$ cat src/rtl/usr_seq_ctrl_pkg.sv
// Shared definitions for the universal shift-register sequencer: mode codes
// understood by the driven shift register and the sequencer state encoding.
package usr_pkg;

  localparam logic [1:0] SHF_HOLD  = 2'b00;
  localparam logic [1:0] SHF_LEFT  = 2'b01;
  localparam logic [1:0] SHF_RIGHT = 2'b10;
  localparam logic [1:0] SHF_LOAD  = 2'b11;

  typedef enum logic [1:0] {
    IDLE  = 2'd0,
    LOAD  = 2'd1,
    SHIFT = 2'd2,
    DONE  = 2'd3
  } state_e;

endpackage

$ cat src/rtl/usr_seq_ctrl_if.sv
// Command handshake bundle for the shift-register sequencer: the producer
// uses the master modport, the sequencer uses the slave modport.
interface usr_seq_ctrl_if #(
  parameter int WIDTH = 4,
  parameter int CNT_W = 3
);

  logic             cmd_valid;
  logic             cmd_ready;
  logic [WIDTH-1:0] cmd_data;
  logic             cmd_dir;
  logic [CNT_W-1:0] cmd_len;

  modport master (
    output cmd_valid,
    output cmd_data,
    output cmd_dir,
    output cmd_len,
    input  cmd_ready
  );

  modport slave (
    input  cmd_valid,
    input  cmd_data,
    input  cmd_dir,
    input  cmd_len,
    output cmd_ready
  );

endinterface

$ cat src/rtl/usr_seq_ctrl.sv
// Sequencer driving a 4-bit universal shift register: one LOAD, then N shifts,
// then a done pulse. A shadow copy supplies the bit shifted out each cycle.
module usr_seq_ctrl
  import usr_pkg::*;
#(
  parameter int WIDTH = 4,
  parameter int CNT_W = 3
) (
  input  logic             clk,
  input  logic             rst_n,
  usr_seq_ctrl_if.slave    cmd,
  input  logic             hold,
  output logic [1:0]       shf,
  output logic [WIDTH-1:0] a,
  output logic             busy,
  output logic             done,
  output logic             ser_out,
  output logic             ser_valid
);

  localparam logic [CNT_W-1:0] LEN_MAX = CNT_W'(WIDTH);

  state_e           state_q,  state_d;
  logic [WIDTH-1:0] data_q,   data_d;
  logic             dir_q,    dir_d;
  logic [CNT_W-1:0] len_q,    len_d;
  logic [CNT_W-1:0] cnt_q,    cnt_d;
  logic [WIDTH-1:0] shadow_q, shadow_d;

  logic [CNT_W-1:0] len_clamped;

  assign len_clamped = (cmd.cmd_len > LEN_MAX) ? LEN_MAX : cmd.cmd_len;
  assign a           = data_q;

  always_ff @(posedge clk or negedge rst_n) begin
    if (!rst_n) begin
      state_q  <= IDLE;
      data_q   <= '0;
      dir_q    <= 1'b0;
      len_q    <= '0;
      cnt_q    <= '0;
      shadow_q <= '0;
    end else begin
      state_q  <= state_d;
      data_q   <= data_d;
      dir_q    <= dir_d;
      len_q    <= len_d;
      cnt_q    <= cnt_d;
      shadow_q <= shadow_d;
    end
  end

  always_comb begin
    state_d       = state_q;
    data_d        = data_q;
    dir_d         = dir_q;
    len_d         = len_q;
    cnt_d         = cnt_q;
    shadow_d      = shadow_q;
    shf           = SHF_HOLD;
    busy          = 1'b0;
    done          = 1'b0;
    ser_out       = 1'b0;
    ser_valid     = 1'b0;
    cmd.cmd_ready = 1'b0;

    unique case (state_q)
      IDLE: begin
        cmd.cmd_ready = 1'b1;
        if (cmd.cmd_valid) begin
          data_d  = cmd.cmd_data;
          dir_d   = cmd.cmd_dir;
          len_d   = len_clamped;
          state_d = LOAD;
        end
      end

      LOAD: begin
        shf      = SHF_LOAD;
        busy     = 1'b1;
        shadow_d = data_q;
        cnt_d    = len_q;
        state_d  = (len_q == '0) ? DONE : SHIFT;
      end

      SHIFT: begin
        busy = 1'b1;
        // While paused the driven register sees HOLD, so the shadow must freeze too.
        if (!hold) begin
          ser_valid = 1'b1;
          cnt_d     = cnt_q - CNT_W'(1);
          if (dir_q) begin
            shf      = SHF_RIGHT;
            ser_out  = shadow_q[0];
            shadow_d = {1'b0, shadow_q[WIDTH-1:1]};
          end else begin
            shf      = SHF_LEFT;
            ser_out  = shadow_q[WIDTH-1];
            shadow_d = {shadow_q[WIDTH-2:0], 1'b0};
          end
          if (cnt_q == CNT_W'(1)) begin
            state_d = DONE;
          end
        end
      end

      DONE: begin
        busy    = 1'b1;
        done    = 1'b1;
        state_d = IDLE;
      end

      default: state_d = IDLE;
    endcase
  end

endmodule

$ cat src/flat_wrapper.sv
// flat-port wrapper written by rule: the top's interface ports become plain ports
module usr_seq_ctrl_flat import usr_pkg::*;
#(
  parameter int WIDTH = 4,
  parameter int CNT_W = 3
)
  (clk, rst_n, hold, shf, a, busy, done, ser_out, ser_valid, cmd_cmd_valid, cmd_cmd_data, cmd_cmd_dir, cmd_cmd_len, cmd_cmd_ready);
  usr_seq_ctrl_if #(.WIDTH(WIDTH), .CNT_W(CNT_W)) cmd_i ();
  input  logic clk;
  input  logic rst_n;
  input  logic hold;
  output logic [1:0] shf;
  output logic [WIDTH-1:0] a;
  output logic busy;
  output logic done;
  output logic ser_out;
  output logic ser_valid;
  input wire logic [$bits(cmd_i.cmd_valid)-1:0] cmd_cmd_valid;
  input wire logic [$bits(cmd_i.cmd_data)-1:0] cmd_cmd_data;
  input wire logic [$bits(cmd_i.cmd_dir)-1:0] cmd_cmd_dir;
  input wire logic [$bits(cmd_i.cmd_len)-1:0] cmd_cmd_len;
  output wire logic [$bits(cmd_i.cmd_ready)-1:0] cmd_cmd_ready;
  assign cmd_i.cmd_valid = cmd_cmd_valid;
  assign cmd_i.cmd_data = cmd_cmd_data;
  assign cmd_i.cmd_dir = cmd_cmd_dir;
  assign cmd_i.cmd_len = cmd_cmd_len;
  assign cmd_cmd_ready = cmd_i.cmd_ready;
  usr_seq_ctrl #(.WIDTH(WIDTH), .CNT_W(CNT_W)) u_core (.clk(clk), .rst_n(rst_n), .cmd(cmd_i), .hold(hold), .shf(shf), .a(a), .busy(busy), .done(done), .ser_out(ser_out), .ser_valid(ser_valid));
endmodule
$ cat config.mk
export PLATFORM = sky130hd
export DESIGN_NAME = usr_seq_ctrl_flat
export DESIGN_NICKNAME = d
export VERILOG_FILES = /design/src/rtl/usr_seq_ctrl_pkg.sv /design/src/rtl/usr_seq_ctrl_if.sv /design/src/rtl/usr_seq_ctrl.sv /design/src/flat_wrapper.sv
export SDC_FILE = /design/constraint.sdc
export NUM_CORES = 1
export LEC_CHECK = 0
export ABC_AREA = 1
export BUFFER_PORTS_ARGS = -buffer_cell sky130_fd_sc_hd__buf_2
export CORE_ASPECT_RATIO = 1.75
export CORE_UTILIZATION = 31
export DETAILED_ROUTE_END_ITERATION = 8
export PLACE_DENSITY_LB_ADDON = 0.15
export RECOVER_POWER = 50
export SYNTH_ARGS = -nofsm -noshare
export SYNTH_HDL_FRONTEND = slang
export SYNTH_SLANG_ARGS = --single-unit
$ cat constraint.sdc
create_clock -name clk -period 2.5 [get_ports clk]
set_input_delay 0.375 -clock clk [delete_from_list [all_inputs] [get_ports clk]]
set_output_delay 0.375 -clock clk [all_outputs]
set_load 0.005 [all_outputs]
==> impl_results.rst <==
.. list-table::
   :header-rows: 1

   * - Metric
     - Value
   * - Status
     - completed
   * - Max_cap viols
     - 0
   * - Synth Area in Adders
     - 0.0895
   * - Die Area
     - 3390 sq um
   * - Row Count
     - 26
   * - Pin count of the biggest net entering global routing
     - 18
   * - Hold-fix buffers, CTS
     - 0
   * - Aggregate global-route resource usage
     - 0.141
   * - FF-to-FF Start
     - u_core.state_q[0]$_DFFE_PN0P_
   * - Worst reg2reg path endpoint
     - u_core.shadow_q[1]$_DFFE_PN0P_
   * - Clock sinks
     - 17
   * - Post-route minimum period
     - 2.17 ns
   * - First-pass GRT wire length
     - 3530 microns
   * - Power per standard cell area
     - 1240 nW/um^2
   * - Total standard cell area after synthesis
     - 978 sq um
   * - Post-synthesis register bit count
     - 17
   * - Number of fill cells
     - 330
   * - Proportion of netlist area held by the largest area contributor
     - 0.435
   * - Starting Density
     - 0.331
   * - RSZ-0062 raised after global routing
     - no
   * - Flop-to-flop setup slack
     - 0.93 ns
   * - Placeable core area
     - 2960 sq um
   * - Utilization of the core after routing
     - 0.396
   * - Top cell types by occurrence after synthesis
     - 35 x nand2_1, 21 x inv_1, 17 x dfrtp_1
   * - Actual transition at the worst max-transition pin
     - 0.903 ns
   * - Combined area of the multi-input logic cells
     - 448 sq um
   * - Number of global-route vias before repair
     - 820
   * - Number of resized instances in the post-cts repair step
     - 0
   * - Leakage component of the power
     - 0.629 nW
   * - Global-route congestion overflow total
     - 0
   * - Final hold violation count
     - 0
   * - I/O Pins
     - 23
   * - XOR/XNOR Fraction of Synth Area
     - 0
   * - Inserted Diodes
     - 0
   * - Dominant register cell in the synthesized netlist
     - dfrtp_1
   * - Worst min-delay path class
     - in -> async
   * - Clock edge transition at the registers on the reported setup and hold paths
     - 0.07 ns
   * - Vertical die dimension
     - 76.3 microns
   * - Area added between synthesis and finish
     - 19.8%
   * - Count of pins over their slew limit
     - 0
   * - Worst Setup Path Type
     - reg -> out
   * - DRT iter0 DRCs
     - 8
   * - Required arrival time at the worst endpoint
     - 2.12 ns
   * - Path depth of the worst reg2reg path
     - 6
   * - Layout Nets
     - 170
   * - Post-synthesis cell type with the largest combined area
     - dfrtp_1
   * - TritonCTS clock tree
     - yes
   * - Number of unique standard cell types used by synthesis
     - 18
   * - TritonCTS buffer count
     - 3
   * - Worst path arrival time
     - 1.80 ns
   * - Number of enable flip-flop cells after synthesis
     - 0
   * - Antenna violations before repair
     - 0
   * - Syn Nets
     - 144
   * - Simple-Gate Fraction of Synth Area
     - 0.244
   * - Die width
     - 44.5 microns
   * - Setup clock skew after layout
     - 0.00514 ns
   * - Final setup violation count
     - 0
   * - Worst-case clock buffer depth
     - 2
   * - Port Buffer Count
     - 22
   * - CTS H-Tree Depth
     - 1
   * - Sequential cell area fraction in the yosys report
     - 0.435
   * - Synthesis warning total
     - 0
   * - Skew-Pair Late Insertion Delay
     - 0.26 ns
   * - Syn_area_per_cell
     - 7.83 sq um
   * - Total setup buffers inserted after CTS
     - 0
   * - Largest family of logic cells by synthesized area
     - simple AND/OR/NAND/NOR gates
   * - Number of routed nets with antenna violations
     - 0
   * - Number of vias per cell after detailed routing
     - 4.45
   * - Asr flop ratio synth
     - 1.00
   * - CTS root buf
     - clkbuf_8
   * - Via total after detailed routing
     - 855
   * - Startpoint Class
     - register
   * - Drt wl/cell
     - 10.7 microns
   * - DRC violations left
     - 0
   * - Mux contribution to synthesized area
     - 0
   * - Sequential cell area in the final layout
     - 425 sq um
   * - Share of layout cells above drive strength 1
     - 0.187
   * - Final HPWL from detailed placement
     - 1680 microns
   * - Ranking of synthesized cells by area
     - dfrtp_1 43%, nand2_1 13%, ha_1 9.0%, inv_1 8.1%, o21ai_0 6.6%
   * - Post-synthesis cell count
     - 125
   * - Largest vdd supply drop
     - 0.553 mV
   * - Iteration count of the initial detailed-routing pass
     - 4
   * - Accumulated negative setup slack
     - 0 ns
   * - Worst Path Max Fanout
     - 10
   * - Tcrit/Tclk final
     - 0.870
   * - Total Routed Length
     - 2060 microns
   * - Rel. slew slack
     - 0.398
   * - Type of element capturing the critical path
     - output port
   * - Compound-gate portion of the synthesized area
     - 0.124
   * - Count leader, synth
     - nand2_1
   * - Fmax achieved
     - 460 MHz
   * - Last weighted congestion value of the routability-driven placer
     - 0.830
## cell usage in the layout, fill, tap and decap left out, drive strengths merged
cell type and n:
clkbuf 6, nand3 5, ha 7, a21oi 6, nand4 1, o22ai 3
dfrtp 17, or2 1, buf 20, o21ai 13, o21a 1, nand2 38
inv 23, nor2 9
## critical path, cell delays in order (launching register included)
cell	delay (ns)
dfrtp_1	0.40
inv_1	0.13
ha_1	0.49
inv_8	0.08
nor2_4	0.11
nand2_1	0.07
o22ai_1	0.14
buf_2	0.13
## state kept, by name, summed over array words and instances (netlist names)
| signal | cells |
|---|---|
| u_core.a | 4 |
| u_core.dir_q | 1 |
| u_core.state_q | 2 |
| u_core.cnt_q | 3 |
| u_core.shadow_q | 4 |
| u_core.len_q | 3 |
## worst max-delay path by stage
| stage | cells after the start | to | from |
|---|---|---|---|
| 2_1_floorplan | 7 | ser_out | u_core.state_q[0]$_DFFE_PN0P_ |
| 3_3_place_gp | 7 | ser_out | u_core.state_q[0]$_DFFE_PN0P_ |
| 3_5_place_dp | 7 | ser_out | u_core.state_q[0]$_DFFE_PN0P_ |
| 4_1_cts | 7 | ser_out | u_core.state_q[0]$_DFFE_PN0P_ |
| 5_1_grt | 7 | ser_out | u_core.state_q[0]$_DFFE_PN0P_ |
| 6_report | 7 | ser_out | u_core.state_q[0]$_DFFE_PN0P_ |
## power by group
group          internal, mW  leakage, nW  switching [mW]
clock network         0.113       0.0228          0.0940
registers             0.411        0.209          0.0857
logic                 0.293        0.397           0.462
total                 0.817        0.629           0.642
## metrics by stage
step / power [mW] / hold WS, ns / setup WS [ns] / cells / instance area, sq um
floorplan: 1.05 / 0.0794 / 0.963 / 125 / 978
global placement: 1.27 / 0.317 / 0.654 / 188 / 1130
detailed placement: 1.28 / 0.324 / 0.587 / 188 / 1130
CTS: 1.49 / 0.0491 / 0.304 / 192 / 1170
global route: 1.63 / 0.303 / 0.197 / 192 / 1170
finish: 1.46 / 0.219 / 0.325 / 192 / 1170
## kinds of logic (layout without fill, tap and decap cells)
| logic type | count (synthesis) | in the layout |
|---|---|---|
| and+or+nand+nor | 54 | 54 |
| AOI/OAI and AO/OA | 23 | 23 |
| adders and majority gates | 7 | 7 |
| DFF | 17 | 17 |
| buffers and inverters | 24 | 49 |
## per-layer routing
metal | track usage | vias up | wire length [microns]
li1 | - | 440 | -
met1 | 0.161 | 388 | 855
met2 | 0.238 | 21 | 1070
met3 | 0.0237 | 6 | 76
met4 | 0.0727 | 0 | 53
met5 | 0 | - | 0
## final cells by class
| type | instances | share of cell area |
|---|---|---|
| Clock buffer | 4 | 0.0384 |
| Inverter | 23 | 0.0800 |
| Multi-Input combinational cell | 84 | 0.382 |
| Sequential cell | 17 | 0.363 |
| Tap cell | 42 | 0.0448 |
| Timing Repair Buffer | 22 | 0.0918 |
Note: power is estimated with default switching activity, not from simulation.
